==> src/rtl/buffer_arbiter_64bit_pkg.sv <==
`default_nettype none
// ============================================================================
// Module   : buffer_arbiter_64bit_pkg
// Purpose  : Shared constants, requester id type and address helper for the
//            two-port buffer arbiter.
// Contents : MODE_BYTE / MODE_WORD access-mode encodings, WORD_SHIFT and
//            word_addr_of() for byte->word address conversion,
//            BURST_MAX_DEFAULT, req_id_e requester identifier.
// Revision : 1.0 - initial release
// ============================================================================
package buffer_arbiter_64bit_pkg;

   localparam logic        MODE_BYTE         = 1'b0;
   localparam logic        MODE_WORD         = 1'b1;

   // A word is 8 bytes, so the word address drops the low three byte bits.
   localparam int unsigned WORD_SHIFT        = 3;

   localparam int unsigned BURST_MAX_DEFAULT = 4;

   typedef enum logic [0:0] {
      REQ0 = 1'b0,
      REQ1 = 1'b1
   } req_id_e;

   function automatic logic [31:0] word_addr_of(input logic [31:0] byte_addr);
      return byte_addr >> WORD_SHIFT;
   endfunction

endpackage
`default_nettype wire

==> src/rtl/buffer_arbiter_64bit_rr_burst_arb.sv <==
`default_nettype none
// ============================================================================
// Module   : rr_burst_arb
// Purpose  : Two-requester round-robin arbiter with a bounded burst. The
//            current owner keeps the grant for up to BURST_MAX consecutive
//            cycles while the other requester waits; a lone requester is
//            served every cycle.
// Ports    : clk, rst      clock, asynchronous active-high reset
//            i_valid[1:0]  request present per requester
//            o_grant[1:0]  one-hot (or zero) grant, combinational
// Revision : 1.0 - initial release
// ============================================================================
module rr_burst_arb
   import buffer_arbiter_64bit_pkg::*;
#(
   parameter int BURST_MAX = int'(BURST_MAX_DEFAULT)
)(
   input  logic       clk,
   input  logic       rst,
   input  logic [1:0] i_valid,
   output logic [1:0] o_grant
);

   localparam int              CNT_W       = $clog2(BURST_MAX + 1);
   localparam logic [CNT_W-1:0] c_burst_max = CNT_W'(BURST_MAX);
   localparam logic [CNT_W-1:0] c_cnt_one   = CNT_W'(1);

   req_id_e          r_owner;
   logic [CNT_W-1:0] r_burst_cnt;

   req_id_e          w_owner_nxt;
   logic [CNT_W-1:0] w_burst_cnt_nxt;
   logic             w_owner_valid;
   logic             w_other_valid;
   logic             w_serve_owner;
   logic             w_serve_other;

   // State register
   always_ff @(posedge clk or posedge rst) begin
      if (rst) begin
         r_owner     <= REQ0;
         r_burst_cnt <= '0;
      end else begin
         r_owner     <= w_owner_nxt;
         r_burst_cnt <= w_burst_cnt_nxt;
      end
   end

   // Next-state logic
   always_comb begin
      w_owner_valid   = (r_owner == REQ1) ? i_valid[1] : i_valid[0];
      w_other_valid   = (r_owner == REQ1) ? i_valid[0] : i_valid[1];
      // Owner keeps the grant until its burst is spent, but only yields
      // when the other side actually wants the buffer.
      w_serve_owner   = w_owner_valid &&
                        ((r_burst_cnt < c_burst_max) || !w_other_valid);
      w_serve_other   = !w_serve_owner && w_other_valid;

      w_owner_nxt     = r_owner;
      w_burst_cnt_nxt = r_burst_cnt;
      if (w_serve_owner) begin
         w_burst_cnt_nxt = (r_burst_cnt < c_burst_max) ?
                           (r_burst_cnt + c_cnt_one) : c_burst_max;
      end else if (w_serve_other) begin
         w_owner_nxt     = (r_owner == REQ0) ? REQ1 : REQ0;
         w_burst_cnt_nxt = c_cnt_one;
      end else begin
         w_burst_cnt_nxt = '0;
      end
   end

   // Output logic
   always_comb begin
      o_grant = 2'b00;
      if (w_serve_owner) begin
         o_grant = (r_owner == REQ1) ? 2'b10 : 2'b01;
      end else if (w_serve_other) begin
         o_grant = (r_owner == REQ1) ? 2'b01 : 2'b10;
      end
   end

endmodule
`default_nettype wire

==> src/rtl/buffer_arbiter_64bit.sv <==
`default_nettype none
// ============================================================================
// Module   : buffer_arbiter_64bit
// Purpose  : Shares one buffer_64bit between a loader/DMA requester (req0)
//            and a compute requester (req1). Grants one access per cycle,
//            drives the buffer ports from the served requester and routes
//            read data back to the issuer one cycle later.
// Ports    : clk, rst                 clock, asynchronous active-high reset
//            reqN_valid/ready         request handshake (N = 0, 1)
//            reqN_we/mode/addr/wdata  access fields (mode 0 byte, 1 word)
//            rspN_valid/rdata         read response, rdata 0 when not valid
//            buf_*                    buffer control/address/data (out)
//            buf_byte_out/word_out    buffer read data (in)
// Revision : 1.0 - initial release
// ============================================================================
module buffer_arbiter_64bit
   import buffer_arbiter_64bit_pkg::*;
#(
   parameter int BuffDepth = 256,
   parameter int ByteAddrW = $clog2(BuffDepth),
   parameter int WordAddrW = $clog2(BuffDepth / 8),
   parameter int BurstMax  = int'(BURST_MAX_DEFAULT)
)(
   input  logic                 clk,
   input  logic                 rst,

   input  logic                 req0_valid,
   output logic                 req0_ready,
   input  logic                 req0_we,
   input  logic                 req0_mode,
   input  logic [ByteAddrW-1:0] req0_addr,
   input  logic [63:0]          req0_wdata,
   output logic                 rsp0_valid,
   output logic [63:0]          rsp0_rdata,

   input  logic                 req1_valid,
   output logic                 req1_ready,
   input  logic                 req1_we,
   input  logic                 req1_mode,
   input  logic [ByteAddrW-1:0] req1_addr,
   input  logic [63:0]          req1_wdata,
   output logic                 rsp1_valid,
   output logic [63:0]          rsp1_rdata,

   output logic                 buf_write_en,
   output logic                 buf_read_en,
   output logic                 buf_addr_mode,
   output logic [ByteAddrW-1:0] buf_byte_addr,
   output logic [WordAddrW-1:0] buf_word_addr,
   output logic [7:0]           buf_byte_in,
   output logic [63:0]          buf_word_in,
   input  logic [7:0]           buf_byte_out,
   input  logic [63:0]          buf_word_out
);

   logic [1:0]           w_grant;
   logic                 w_served;
   logic                 w_sel;
   logic                 w_we;
   logic                 w_mode;
   logic [ByteAddrW-1:0] w_addr;
   logic [63:0]          w_wdata;
   logic [63:0]          w_rd_data;
   logic                 w_rsp0_valid;
   logic                 w_rsp1_valid;

   logic                 r_rd_pend;
   req_id_e              r_rd_id;
   logic                 r_rd_mode;

   rr_burst_arb #(
      .BURST_MAX (BurstMax)
   ) u_arb (
      .clk     (clk),
      .rst     (rst),
      .i_valid ({req1_valid, req0_valid}),
      .o_grant (w_grant)
   );

   // Select the served requester's fields
   always_comb begin
      w_served = |w_grant;
      w_sel    = w_grant[1];
      w_we     = w_sel ? req1_we    : req0_we;
      w_mode   = w_sel ? req1_mode  : req0_mode;
      w_addr   = w_sel ? req1_addr  : req0_addr;
      w_wdata  = w_sel ? req1_wdata : req0_wdata;
   end

   // rst only gates the outputs here; the registered state is already held
   // in reset asynchronously, so no flop input depends on rst.
   assign req0_ready = w_grant[0] & ~rst;
   assign req1_ready = w_grant[1] & ~rst;

   // Buffer drive: everything 0 when idle so the buffer sees no enable
   always_comb begin
      buf_write_en  = 1'b0;
      buf_read_en   = 1'b0;
      buf_addr_mode = MODE_BYTE;
      buf_byte_addr = '0;
      buf_word_addr = '0;
      buf_byte_in   = '0;
      buf_word_in   = '0;
      if (w_served && !rst) begin
         buf_write_en  = w_we;
         buf_read_en   = !w_we;
         buf_addr_mode = w_mode;
         buf_byte_addr = w_addr;
         buf_word_addr = WordAddrW'(word_addr_of(32'(w_addr)));
         buf_byte_in   = w_wdata[7:0];
         buf_word_in   = w_wdata;
      end
   end

   // Response pipeline: one-cycle tag matching the buffer's read latency
   always_ff @(posedge clk or posedge rst) begin
      if (rst) begin
         r_rd_pend <= 1'b0;
         r_rd_id   <= REQ0;
         r_rd_mode <= MODE_BYTE;
      end else begin
         r_rd_pend <= w_served && !w_we;
         r_rd_id   <= w_sel ? REQ1 : REQ0;
         r_rd_mode <= w_mode;
      end
   end

   always_comb begin
      w_rd_data    = (r_rd_mode == MODE_WORD) ? buf_word_out : {56'b0, buf_byte_out};
      w_rsp0_valid = r_rd_pend && (r_rd_id == REQ0);
      w_rsp1_valid = r_rd_pend && (r_rd_id == REQ1);
   end

   assign rsp0_valid = w_rsp0_valid;
   assign rsp1_valid = w_rsp1_valid;
   assign rsp0_rdata = w_rsp0_valid ? w_rd_data : '0;
   assign rsp1_rdata = w_rsp1_valid ? w_rd_data : '0;

endmodule
`default_nettype wire

==> config.mk <==
export PLATFORM = sky130hd
export DESIGN_NAME = buffer_arbiter_64bit
export DESIGN_NICKNAME = d
export VERILOG_FILES = /design/src/rtl/buffer_arbiter_64bit_pkg.sv /design/src/rtl/buffer_arbiter_64bit_rr_burst_arb.sv /design/src/rtl/buffer_arbiter_64bit.sv
export SDC_FILE = /design/constraint.sdc
export NUM_CORES = 1
export LEC_CHECK = 0
export BUFFER_PORTS_ARGS = -buffer_cell sky130_fd_sc_hd__clkbuf_2
export CAP_MARGIN = 10
export CORE_AREA = 2 2 171 173
export DETAILED_ROUTE_END_ITERATION = 10
export DIE_AREA = 0 0 173 175
export PLACE_DENSITY = 0.49
export SYNTH_ARGS = -nofsm -noshare
export SYNTH_HDL_FRONTEND = slang
export SYNTH_SLANG_ARGS = --single-unit
==> constraint.sdc <==
create_clock -name clk -period 2 [get_ports clk]
set_input_delay 0.4 -clock clk [delete_from_list [all_inputs] [get_ports clk]]
set_output_delay 0.4 -clock clk [all_outputs]
set_load 0.03 [all_outputs]
---- Word-level counts from Yosys, hierarchy flattened ----
Cells that the tools add are included.
cells by class
  $add $sub $neg .......................... 1
  $lt $le $gt $ge ......................... 1
  muxes and demuxes ....................... 25
  bitwise operators ....................... 5
  reductions and logical operators ........ 13
operator list
  kind                                                            number
  64-bit 2-to-1 mux                                               5
  8-bit 2-to-1 mux                                                3
  1-bit 2-to-1 mux                                                10
  2-bit 2-to-1 mux                                                4
  1-bit logical AND                                               6
  3-bit 2-to-1 mux                                                2
  5-bit 2-to-1 mux                                                1
  1-bit zero test                                                 4
  3-bit by 1-bit adder with 3-bit output (second input constant)  1
  3-bit less-than comparator (second input constant)              1
  1-bit NOT                                                       3
  1-bit AND                                                       2
  2-bit AND reduction                                             1
  2-bit OR reduction                                              1
  1-bit logical OR                                                1
storage, ports and cells
  register bits after elaboration ......... 7
  input port bits ......................... 224
  output and inout port bits .............. 220
  logic and storage cells ................. 50

---- Longest topological paths before layout ----
  depth in word-level cells ............... 11
  mapped depth ............................ 7
  mapped depth without buffers ............ 3

---- Modules after synthesis ----
Synthesis repeated with hierarchy kept, for this count alone.
second synthesis, totals
  cell total of the unflattened synthesis .. 378
  area total of the unflattened synthesis .. 2356.0 um^2
modules (own cells, without submodules)
  module                instances  cells each  area an instance (um^2)  sequential area each (um^2)
  buffer_arbiter_64bit  1          346         2077.0                   75.1
  rr_burst_arb          1          32          279.0                    100.1

---- Least setup slack after synthesis ----
Ideal clock, no wire load.
  path type ............................... in2out
  from .................................... input port req0_valid
  to ...................................... output port buf_word_addr[0]
  data arrival time ....................... 1.709 ns
  required time ........................... 1.600 ns
  slack ................................... -0.109 ns
  stages on the path ...................... 6
  path buffers ............................ 4
  cells stage by stage .................... buf_2 > clkbuf_1 > clkbuf_1 > a21oi_1 > o21a_1 > buf_4
between the ends
  longest elaborated chain between the ends .. 11
  elaborated cells between the ends (all ways) .. 13
  classes of those cells .................. 6 x mux; 7 x reduce/logical
ends and longest elaborated chain
  item                  line                                     source
  from (decl)           buffer_arbiter_64bit.sv:27               input logic req0_valid,
  1-bit 2-to-1 mux      buffer_arbiter_64bit_rr_burst_arb.sv:52  w_other_valid = (r_owner == REQ1) ? i_valid[0] : i_valid[1];
  1-bit zero test       buffer_arbiter_64bit_rr_burst_arb.sv:56  ((r_burst_cnt < c_burst_max) || !w_other_valid);
  1-bit logical OR      buffer_arbiter_64bit_rr_burst_arb.sv:56
  1-bit logical AND     buffer_arbiter_64bit_rr_burst_arb.sv:55  w_serve_owner = w_owner_valid &&
  1-bit zero test       buffer_arbiter_64bit_rr_burst_arb.sv:57  w_serve_other = !w_serve_owner && w_other_valid;
  1-bit logical AND     buffer_arbiter_64bit_rr_burst_arb.sv:57
  2-bit 2-to-1 mux      buffer_arbiter_64bit_rr_burst_arb.sv:77  end else if (w_serve_other) begin
  2-bit 2-to-1 mux (*)  buffer_arbiter_64bit_rr_burst_arb.sv:75  if (w_serve_owner) begin
  2-bit OR reduction    buffer_arbiter_64bit.sv:82               w_served = |w_grant;
  1-bit logical AND     buffer_arbiter_64bit.sv:104              if (w_served && !rst) begin
  5-bit 2-to-1 mux (*)  buffer_arbiter_64bit.sv:104
  to (decl)             buffer_arbiter_64bit.sv:49               output logic [WordAddrW-1:0] buf_word_addr,
Mark *: on every way between the ends. The rest lies on a longest branch, timed or not.

---- Worst setup path after layout ----
  from .................................... register u_arb.r_owner
  to ...................................... output port buf_read_en
between the ends
  longest elaborated chain between the ends .. 11
  elaborated cells between the ends (all ways) .. 16
  classes of those cells .................. 8 x mux; 8 x reduce/logical
ends and longest elaborated chain
  item                                                    line                                                      source
  from (decl)                                             buffer_arbiter_64bit_rr_burst_arb.sv:28                   req_id_e r_owner;
  from (signal assigned)                                  buffer_arbiter_64bit_rr_burst_arb.sv:44                   r_owner <= w_owner_nxt;
  1-bit 2-to-1 mux                                        buffer_arbiter_64bit_rr_burst_arb.sv:52
  1-bit zero test                                         buffer_arbiter_64bit_rr_burst_arb.sv:56
  1-bit logical OR                                        buffer_arbiter_64bit_rr_burst_arb.sv:56
  1-bit logical AND                                       buffer_arbiter_64bit_rr_burst_arb.sv:55
  1-bit zero test                                         buffer_arbiter_64bit_rr_burst_arb.sv:57
  1-bit logical AND                                       buffer_arbiter_64bit_rr_burst_arb.sv:57
  2-bit 2-to-1 mux                                        buffer_arbiter_64bit_rr_burst_arb.sv:77
  2-bit 2-to-1 mux (*)                                    buffer_arbiter_64bit_rr_burst_arb.sv:75
  1-bit 2-to-1 mux or 2-bit OR reduction (tied branches)  buffer_arbiter_64bit.sv:84, buffer_arbiter_64bit.sv:82
  1-bit zero test or 1-bit logical AND (tied branches)    buffer_arbiter_64bit.sv:106, buffer_arbiter_64bit.sv:104
  1-bit 2-to-1 mux (*)                                    buffer_arbiter_64bit.sv:104
  to (decl)                                               buffer_arbiter_64bit.sv:46                                output logic buf_read_en,
Marked as above.

==> flow_summary.yaml <==
timing:
  tightest_slew_ps: 373
  setup-violations-final: 90
  layout_setup_ws_ps: -200
  period_needed_ps: 2200
  fin_skew_ps: 1.43
  max_freq_ghz: 0.455
  rsz0062_at_grt: "true"
  hold_viol: 0
  drv_slew: 0
  slew_headroom_pct: 74.4
  min_period_over_period_pct: 110
power_and_ir_drop:
  peakVddDrop_mv: 0.415
  power.density_nw_per_um2: 724
  p_leak_nw: 3.91
  finalPower_mw: 5.52
synthesis:
  yosysTopAreaCell: "nand2_1"
  avgSynthCellArea_sq_um: 4.91
  synth_area_sq_um: 3400
  synth_top_area_share_pct: 22.9
  ys_ff_latch: 7
  synth_cell_type_count: 26
  async_reset_ff_share_pct: 100
  synth-edff-count: 0
  seq_area_frac_synth_pct: 5.15
  syn_nets: 917
  synth_ff_type: "dfrtp_1"
  yosysWarnings: 0
  synthCells: 692
  synthTopCellsByArea: "nand2_1, a21oi_1, o21a_1, nor2_1, clkbuf_1"
global_routing:
  grt_pass1_vias: 5764
  antenna_found_initial: 1
  grt_max_degree: 66
  grt_first_pass_wirelength_microns: 33500
  grt_use_total_pct: 13.9
  overflow: 0
clock_network:
  htreeDepth: 1
  clk_pin_slew_ps: 40
  cts_root_buffer: "clkbuf_16"
  cts_buffers: 3
  cts_tree: "built"
  clock_latency_ps: 230
  clock_sinks: 7
  clock_path_buffers: 2
route:
  drc_errors: 0
  antenna_left: 0
  first_iter_violations: 276
  vias: 6312
  post_drt_wl_per_cell_microns: 15.9
  finalWirelength_microns: 23800
  dr.pass1.iters: 5
  vias_per_cell: 4.23
layout:
  antennaDiodeCount: 0
  drive_above_1_share_pct: 52.8
  area_growth_pct: 124
  instances_no_fill: 1493
  layout.nets: 1335
setup_path:
  required_ps: 1600
  crit_path_max_fanout: 10
  r2r_start: "u_arb.r_owner"
  reg2reg_to: "r_rd_mode"
  arrival_ps: 1800
  crit_family: "buffers and inverters"
  r2r_slack_ps: 420
  path_cells: "xor2_4 > buf_12 > buf_12 > a211o_1 > a21oi_2 > clkbuf_8"
  crit_top_cell: "buf_12"
  cp_slowest_cell: "dfrtp_2"
  path_buf_inv: 3
  worstRegToRegCells: 6
  cp-end-kind: "primary output"
  slowest_delay_ps: 470
  criticalPathCategory: "flop to primary output"
  start_kind: "flop"
job:
  drv_cap: 0
placed_design:
  port_buffers: 443
  gp_congestion: 0.910
  dpl.hpwl_microns: 18000
  placedCellCount: 1476
die:
  core_sq_um: 28400
  pin_count: 444
  initial_core_util_pct: 12.0
  dieArea_sq_um: 30300
  die_w_microns: 173
  rows: 62
  die_height_microns: 175
run_status:
  violations: "negative setup slack"
  status: "finished with violations"
worst_hold_path:
  hold_class: "input port to asynchronous set/reset pin"
==> area by class of cell <==
cell class / instances / area (sq um)
inverters: 6 / 22.5
clock buffers: 4 / 78.8
repair buffers: 506 / 3750
fillers: 3164 / 20800
multi-input cells: 586 / 3110
well taps: 384 / 480
flip-flops and latches: 7 / 179
==> Yosys cell counts (all sizes together) (2+ instances only) <==
cell type and n:
o21a 74, mux2i 9, buf 35, nor2 132, inv 6, a21oi 149, clkbuf 58, nand2 207
dfrtp 7, a211o 2
==> through the flow <==
stage	hold slack, ps	setup slack [ps]	area, sq um	TNS, ps	utilization, %
global placement	533	-70.6	6320	-960	22.3
floorplan	443	-31.0	3430	-196	-
CTS	289	-198	7200	-14030	25.3
global route	308	-278	7620	-18670	26.8
finish	279	-200	7620	-12510	26.8
detailed placement	529	-65.3	6320	-1200	22.3
==> routing by layer <==
layer / global-route usage, % / up-vias / share of wire (%)
li1: - / 3077 / -
met1: 16.7 / 2898 / 39
met2: 25.6 / 314 / 51
met3: 2.92 / 21 / 8.0
met4: 2.90 / 2 / 1.5
met5: 0 / - / 0.050
==> worst max path at each step <==
stage | start | end | slack [ps] | cells after the start
floorplan | req1_valid | buf_word_in[0] | -30 | 6
global placement | u_arb.r_burst_cnt[2] | buf_word_in[47] | -70 | 5
detailed placement | u_arb.r_burst_cnt[2] | buf_word_in[50] | -70 | 5
CTS | u_arb.r_burst_cnt[2] | buf_byte_addr[6] | -200 | 5
global route | u_arb.r_owner | buf_read_en | -280 | 6
finish | u_arb.r_owner | buf_read_en | -200 | 6
==> layout by cell type, fill, tap and decap left out, drive strengths merged, types with 2 or more instances in the layout <==
| master | count |
|---|---|
| clkbuf | 397 |
| nor2 | 132 |
| inv | 6 |
| nand2 | 207 |
| dfrtp | 7 |
| a21oi | 149 |
| buf | 112 |
| mux2i | 9 |
| o21a | 74 |
| a211o | 2 |
==> worst min-delay path: cells and delay by family <==
| family | cells | cell delay, ps |
|---|---|---|
| buf+inv | 3 | 440 |
==> flip-flops by register name, summed over array words and instances (netlist names) <==
register,count
r_rd_mode,1
u_arb.r_burst_cnt,3
r_rd_id,1
r_rd_pend,1
u_arb.r_owner,1
==> logic make-up after synthesis <==
group / share of synthesized area, %
multiplexers: 2.65
adder cells (fa/ha/maj): 0.368
AO/OA/AOI/OAI: 40.2
AND/OR/NAND/NOR: 38.2
flip-flops: 5.15
buffers and inverters: 13.0
XOR/XNOR: 0.515
==> power breakdown <==
group | switching [mW] | leakage (nW) | internal [mW]
sequential | 0.0582 | 0.0826 | 0.186
combinational | 2.88 | 3.79 | 2.06
clock | 0.0709 | 0.0382 | 0.265
==> timing repair <==
action,CTS,global route
setup endpoints to repair,92,96
gates cloned,2,3
gates resized for setup,168,127
buffers inserted,6,5
hold buffers,0,0
pin swaps,13,60
Power figures use the tool's default switching activity.
